**src/rtl/instr_decoder.sv**
```systemverilog
// Multi-cycle control FSM for the nlp16 CPU: classifies the two-word instruction and
// sequences ADDR/MEM/EXEC micro-states. Optional macro DECODER_STRICT_EN traps nonzero ir1[11:6].
module instr_decoder (
    input  logic        i_clk,
    input  logic        i_rst_n,
    input  logic [15:0] i_ir1,
    input  logic [15:0] i_ir2,
    output logic [3:0]  o_state,
    output logic        o_err,
    output logic [5:0]  o_alu_op,
    output logic [3:0]  o_s1,
    output logic [3:0]  o_s2,
    output logic [3:0]  o_dest,
    output logic        o_mem_wr,
    output logic        o_mem_rd
);

    typedef enum logic [3:0] {
        ST_RESET  = 4'h0,
        ST_DECODE = 4'h1,
        ST_ADDR   = 4'h2,
        ST_MEM_RD = 4'h3,
        ST_MEM_WR = 4'h4,
        ST_EXEC   = 4'h5,
        ST_DONE   = 4'h6,
        ST_ERR    = 4'hF
    } state_t;

    localparam logic [3:0] MODE_NOP    = 4'h0;
    localparam logic [3:0] MODE_ALU_RR = 4'h2;
    localparam logic [3:0] MODE_ALU_RI = 4'h3;
    localparam logic [3:0] MODE_LOAD   = 4'h8;
    localparam logic [3:0] MODE_STORE  = 4'h9;
    localparam logic [3:0] MODE_LDOP   = 4'hB;

    localparam logic [3:0] REG_ZERO = 4'h0;
    localparam logic [3:0] REG_TMP  = 4'hA;
    localparam logic [3:0] REG_MDR  = 4'hB;
    localparam logic [3:0] REG_MAR  = 4'hC;
    localparam logic [3:0] REG_IMM  = 4'hD;

    localparam logic [5:0] ALU_PASS = 6'h00;
    localparam logic [5:0] ALU_ADD  = 6'h01;

    state_t state, state_nxt;

    logic [3:0] mode_p0;
    logic [5:0] op_p0;
    logic [3:0] dest_p0;
    logic [3:0] src1_p0;
    logic [3:0] src2_p0;

    logic       bad_rsvd;
    logic       unused_bits;

`ifdef DECODER_STRICT_EN
    assign bad_rsvd = |i_ir1[11:6];
`else
    assign bad_rsvd = 1'b0;
`endif

    assign unused_bits = ^{i_ir2[3:0], i_ir1[11:6]};

    always_ff @(posedge i_clk or negedge i_rst_n) begin
        if (!i_rst_n) begin
            state <= ST_RESET;
        end else begin
            state <= state_nxt;
        end
    end

    // ---- IR capture: on the edge leaving DECODE; outputs never read it before then
    always_ff @(posedge i_clk) begin
        if (state == ST_DECODE) begin
            mode_p0 <= i_ir1[15:12];
            op_p0   <= i_ir1[5:0];
            dest_p0 <= i_ir2[15:12];
            src1_p0 <= i_ir2[11:8];
            src2_p0 <= i_ir2[7:4];
        end
    end

    always_comb begin
        state_nxt = state;
        case (state)
            ST_RESET:  state_nxt = ST_DECODE;
            ST_DECODE: begin
                if (bad_rsvd) begin
                    state_nxt = ST_ERR;
                end else begin
                    case (i_ir1[15:12])
                        MODE_NOP:    state_nxt = ST_DONE;
                        MODE_ALU_RR: state_nxt = ST_EXEC;
                        MODE_ALU_RI: state_nxt = ST_EXEC;
                        MODE_LOAD:   state_nxt = ST_ADDR;
                        MODE_STORE:  state_nxt = ST_ADDR;
                        MODE_LDOP:   state_nxt = ST_ADDR;
                        default:     state_nxt = ST_ERR;
                    endcase
                end
            end
            ST_ADDR:   state_nxt = (mode_p0 == MODE_STORE) ? ST_MEM_WR : ST_MEM_RD;
            ST_MEM_RD: state_nxt = (mode_p0 == MODE_LDOP) ? ST_EXEC : ST_DONE;
            ST_MEM_WR: state_nxt = ST_DONE;
            ST_EXEC:   state_nxt = ST_DONE;
            ST_DONE:   state_nxt = ST_DECODE;
            ST_ERR:    state_nxt = ST_ERR;
            default:   state_nxt = ST_ERR;
        endcase
    end

    // ---- Moore output decode from state and the captured IR fields
    always_comb begin
        o_alu_op = ALU_PASS;
        o_s1     = REG_ZERO;
        o_s2     = REG_ZERO;
        o_dest   = REG_ZERO;
        o_mem_rd = 1'b0;
        o_mem_wr = 1'b0;
        case (state)
            ST_ADDR: begin
                o_alu_op = ALU_ADD;
                o_s1     = src1_p0;
                o_s2     = src2_p0;
                o_dest   = REG_MAR;
            end
            ST_MEM_RD: begin
                o_mem_rd = 1'b1;
                o_s1     = REG_MDR;
                o_dest   = (mode_p0 == MODE_LDOP) ? REG_TMP : dest_p0;
            end
            ST_MEM_WR: begin
                o_mem_wr = 1'b1;
                o_s1     = dest_p0;
                o_dest   = REG_MDR;
            end
            ST_EXEC: begin
                o_alu_op = op_p0;
                o_dest   = dest_p0;
                case (mode_p0)
                    MODE_ALU_RI: begin
                        o_s1 = src1_p0;
                        o_s2 = REG_IMM;
                    end
                    MODE_LDOP: begin
                        o_s1 = REG_TMP;
                        o_s2 = src2_p0;
                    end
                    default: begin
                        o_s1 = src1_p0;
                        o_s2 = src2_p0;
                    end
                endcase
            end
            default: ;
        endcase
    end

    assign o_state = state;
    assign o_err   = (state == ST_ERR);

endmodule

```
**config.mk**
```make
export PLATFORM = sky130hd
export DESIGN_NAME = instr_decoder
export DESIGN_NICKNAME = d
export VERILOG_FILES = /design/src/rtl/instr_decoder.sv
export SDC_FILE = /design/constraint.sdc
export NUM_CORES = 1
export LEC_CHECK = 0
export CAP_MARGIN = 25
export CELL_PAD_IN_SITES_DETAIL_PLACEMENT = 1
export CELL_PAD_IN_SITES_GLOBAL_PLACEMENT = 1
export CORE_UTILIZATION = 33
export CTS_BUF_LIST = sky130_fd_sc_hd__clkbuf_8
export CTS_CLUSTER_DIAMETER = 120
export DETAILED_ROUTE_END_ITERATION = 8
export PLACE_DENSITY_LB_ADDON = 0.3
export SLEW_MARGIN = 20
export SYNTH_ARGS = -nofsm -noshare
export SYNTH_HDL_FRONTEND = slang
export SYNTH_SLANG_ARGS = --single-unit
```
**constraint.sdc**
```tcl
create_clock -name i_clk -period 3.4 [get_ports i_clk]
set_input_delay 0.68 -clock i_clk [delete_from_list [all_inputs] [get_ports i_clk]]
set_output_delay 0.68 -clock i_clk [all_outputs]
set_load 0.005 [all_outputs]
```
==> results of run 1 <==
[worst paths after layout]
check,from,endpoint,slack (ns),cells after the start
min reg2reg,mode_p0[1]$_DFFE_PP_,o_state[0]$_DFF_PN0_,0.83,2
min in group i_clk,mode_p0[1]$_DFFE_PP_,o_state[0]$_DFF_PN0_,0.83,2
max reg2reg,o_state[0]$_DFF_PN0_,src2_p0[2]$_DFFE_PP_,1.78,4
min,i_rst_n,o_state[2]$_DFF_PN0_,0.61,1
max in group asynchronous,i_rst_n,o_state[0]$_DFF_PN0_,2.61,1
max,mode_p0[1]$_DFFE_PP_,o_dest[0],0.48,4
[cell families (layout without fill, tap and decap cells)]
group,after synthesis,count (layout),share of synthesized area
muxes,2,2,0.0165
DFF,26,26,0.558
and+or+nand+nor,40,40,0.199
buffers and inverters,12,61,0.0413
AOI/OAI and AO/OA,38,38,0.185
[flip-flops by register name, indices dropped and copies added (netlist names)]
signal / count
src2_p0: 4
op_p0: 6
o_state: 4
mode_p0: 4
src1_p0: 4
dest_p0: 4
[stage by stage]
step | cell area, um^2 | utilization | hold WS, ns | worst slack, ns | power, mW
2_1_floorplan | 1360 | - | 0.384 | 0.651 | 0.356
3_3_place_gp | 1900 | 0.480 | 0.772 | 0.779 | 0.385
3_5_place_dp | 1900 | 0.480 | 0.765 | 0.790 | 0.386
4_1_cts | 1950 | 0.491 | 0.610 | 0.469 | 0.560
5_1_grt | 1950 | 0.491 | 0.614 | 0.278 | 0.581
6_report | 1950 | 0.491 | 0.613 | 0.479 | 0.555
[metal layers]
| layer | track usage | up-vias | wire length, um |
|---|---|---|---|
| li1 | - | 558 | - |
| met1 | 0.229 | 570 | 1550 |
| met2 | 0.297 | 30 | 1820 |
| met3 | 0.0362 | 4 | 158 |
| met4 | 0.0585 | 0 | 38 |
| met5 | 0 | - | 0 |
[power by group]
group / switching [mW] / total (mW) / internal (mW)
Sequential: 0 / 0.345 / 0.345
Clock: 0.0957 / 0.177 / 0.0809
Combinational: 0.00818 / 0.0335 / 0.0253
[cell usage in the layout, fill, tap and decap left out, drive strengths merged, types with 2 or more instances in the layout]
cell type / n
nand3b: 2
inv: 6
buf: 4
and2: 5
a21oi: 12
a22oi: 3
nor2b: 2
nand3: 5
o21ai: 9
and4bb: 2
a2111o: 2
clkdlybuf4s50: 48
nand2: 5
mux2: 2
edfxtp: 22
nand2b: 2
clkbuf: 3
dfrtp: 4
nor3b: 3
or2: 2
nor3: 3
o31ai: 2
[worst max-delay path: stages, from the launching register on]
cell and delay (ns):
edfxtp_1 0.50, and4b_4 0.28, or4b_1 0.50, a21oi_1 0.16
clkdlybuf4s50_1 0.53
[area by class of cell]
| type | instances | area, um^2 |
|---|---|---|
| clock buffer | 3 | 41.3 |
| clock inverter | 1 | 3.75 |
| fill | 433 | 2020 |
| inverter | 5 | 18.8 |
| multi-input combinational | 80 | 552 |
| sequential | 26 | 761 |
| tap | 50 | 62.6 |
| timing repair buffer | 52 | 510 |
==> flow_summary.ini, run 1 <==
[timing]
hold_viol = 0
setup_tns_ns = 0
slew_headroom = 0.575
skew_ns = 0.00334
setup_violations = 0
timing.final.crit_share = 0.859
period_needed_ns = 2.92
clock.fmax_mhz = 342
rsz0062_at_grt = no
slew_violations = 0
tightest_slew_ns = 0.637

[global_route]
grt_max_degree = 21
grt.overflow.total = 0
grt_pass1_vias = 1212
grt_usage = 0.178
antenna_found_initial = 0
grt_pass1_wl_um = 5850

[critical_path]
crit_arrival_ns = 2.24
startpoint_type = register
critPathCaptureType = output port
crit_fanout = 7
required_ns = 2.72
worstSetupPathType = reg2out

[clock_network]
clkTransAtPathRegs_ns = 0.09
cts.sinks = 26
cts_max_level = 1
cts_tree = yes
clk_latency_ns = 0.27
hold_buffers = 0
clockRootBuffer = clkbuf_8
postCtsSetupRepairBufs = 0
clock_path_buffers = 2
cts_buffers = 3
cts_resized = 0

[power]
leakagePower_nw = 0.651
powerDensity_nw_per_um2 = 285
peakVddDrop_uv = 143

[synthesis]
synth_commonest_cells = edfxtp_1 (22), a21oi_1 (12), o21ai_0 (9)
yosysWarnings = 0
ys_top_cells_by_area = edfxtp_1 (48%), dfrtp_1 (7.3%), a21oi_1 (4.4%), o21ai_0 (3.3%), and2_1 (2.3%)
postSynth.asyncResetShare = 0.154
synth_area_um2 = 1360
yosysSeqAreaShare = 0.558
syn_area_per_cell_um2 = 11.6
ys_ff_latch = 26
netlist.area_leader.share = 0.484
yosys.area.top_type = edfxtp_1
syn_nets = 152
synth.most_common_cell = edfxtp_1
ys.flop_type = edfxtp_1
synth_cell_types = 42
synth_edf_count = 22
synthCells = 118

[layout]
instances_no_fill = 217
antenna_cells = 0
drive_gt1_frac = 0.108
area_growth_pct = 42.9
final_nets = 202

[run_status]
status = finished clean

[floorplanning]
die_h_um = 66.3
core_um2 = 3970
row_count = 23
die_area_um2 = 4390
start_util = 0.343
io_pins = 59
die-width_um = 66.3

[drt]
route.detailed.drc = 0
postRouteAntennaNets = 0
routed_wl_um = 3560
viasPerCell = 5.35
drt-initial-drc-count = 53
first_pass_iters = 4
num_vias = 1162
drt-wirelength-per-cell_um = 16.4

[place]
dpl.hpwl_um = 2630
gp_congestion = 0.800
portBuffers = 48
dp.cells = 213

[worst_hold_path]
hp-class = in2async

[job]
drv_cap = 0
(Power assumes the default switching activity.)
==> run 2, diff against run 1 <==
Settings changed: REMOVE_ABC_BUFFERS from default to 1.
==> flow_summary.ini, run 2 (synthesis results as in run 1) <==
[drt]
routed_wl_um = 3560
drt-wirelength-per-cell_um = 16.6
num_vias = 1151
viasPerCell = 5.35
postRouteAntennaNets = 0
route.detailed.drc = 0
first_pass_iters = 4
drt-initial-drc-count = 74

[timing]
rsz0062_at_grt = no
clock.fmax_mhz = 329
slew_violations = 0
tightest_slew_ns = 0.653
timing.final.crit_share = 0.894
setup_slack_ns = 0.360
setup_violations = 0
skew_ns = 0.00933
setup_tns_ns = 0
slew_headroom = 0.565
hold_viol = 0
period_needed_ns = 3.04

[critical_path]
timing.rr.end = src2_p0[1]$_DFFE_PP_
cp.buffers_inverters = 1
startpoint_type = register
worstSetupPathType = reg2out
r2r_cells = 3
slowest_stage = dfrtp_1
cp_cell_sequence = nor2b_1, a22oi_1, o31ai_1, clkdlybuf4s50_1
cp_top_family = flip-flops
crit_start = o_state[1]$_DFF_PN0_
crit_end = o_s1[2]
rrSetupSlack_ns = 1.39
critPathCaptureType = output port
crit_arrival_ns = 2.36
crit_path_max_incr_delay_ns = 0.56
cp.depth = 4
crit_fanout = 15
required_ns = 2.72
r2r-start = o_state[0]$_DFF_PN0_

[global_route]
grt_usage = 0.176
grt.overflow.total = 0
grt_max_degree = 21
antenna_found_initial = 0
grt_pass1_vias = 1238
grt_pass1_wl_um = 5750

[worst_hold_path]
hp-class = in2async

[power]
powerDensity_nw_per_um2 = 326
finalPower_mw = 0.640
peakVddDrop_uv = 162
leakagePower_nw = 0.649

[clock_network]
postCtsSetupRepairBufs = 0
cts_buffers = 3
clkTransAtPathRegs_ns = 0.10
cts_tree = yes
clockRootBuffer = clkbuf_8
clock_path_buffers = 2
hold_buffers = 0
cts.sinks = 26
clk_latency_ns = 0.28
cts_max_level = 1
cts_resized = 0

[floorplanning]
start_util = 0.343
row_count = 23
die_h_um = 66.3
io_pins = 59
die_area_um2 = 4390
die-width_um = 66.3
core_um2 = 3970

[layout]
layout_common_cells = clkdlybuf4s50_1 (48), edfxtp_1 (22), a21oi_1 (12)
drive_gt1_frac = 0.103
top_register = op_p0
antenna_cells = 0
largest_register_ffs = 6
area_growth_pct = 43.8
final_nets = 200
fillers = 449
final_common_cell = clkdlybuf4s50_1

[place]
place_ws_ns = 0.672
portBuffers = 48
dpl.hpwl_um = 2510
gp_congestion = 0.774

[job]
drv_cap = 0

[run_status]
status = finished clean
run 2: cell types whose count changed in the layout (fill, tap and decap cells not counted):
cell / delta
bufinv_16: +1
buf_4: -2
inv_1: -1
run 2: layout make-up:
type	count	area, um^2	area share
tap	50	62.6	0.0319
timing repair buffer	50	495	0.253
clock buffer	3	41.3	0.0211
multi-input combinational	80	552	0.281
sequential	26	761	0.388
clock inverter	1	30.0	0.0153
inverter	5	18.8	0.00957
run 2: metal layers:
layer  wire length [um]  up-vias  global-route usage  share of wire
met4                 19        0              0.0638         0.0053
met5                  0        -                   0              0
met3                146        2              0.0345          0.041
li1                   -      553                   -              -
met1               1580      564               0.218           0.44
met2               1820       32               0.302           0.51
run 2: through the flow:
| step | util | hold WS (ns) | area (um^2) | instances |
|---|---|---|---|---|
| after floorplan | - | 0.384 | 1330 | 111 |
| after global placement | 0.476 | 0.725 | 1890 | 211 |
| after detailed placement | 0.476 | 0.750 | 1890 | 211 |
| after CTS | 0.494 | 0.594 | 1960 | 215 |
| after global routing | 0.494 | 0.602 | 1960 | 215 |
| final | 0.494 | 0.594 | 1960 | 215 |
run 2: worst min-delay path by stage:
stage	start	endpoint
3_3_place_gp	o_state[2]$_DFF_PN0_	o_state[3]$_DFF_PN0_
6_report	i_rst_n	o_state[0]$_DFF_PN0_
4_1_cts	i_rst_n	o_state[0]$_DFF_PN0_
2_1_floorplan	i_rst_n	o_state[0]$_DFF_PN0_
5_1_grt	i_rst_n	o_state[0]$_DFF_PN0_
3_5_place_dp	o_state[2]$_DFF_PN0_	o_state[3]$_DFF_PN0_
run 2: power breakdown:
group          total, mW  switching [mW]  internal [mW]
registers          0.345               0          0.345
clock network      0.261           0.103          0.158
logic             0.0336         0.00832         0.0253
total              0.640           0.111          0.528
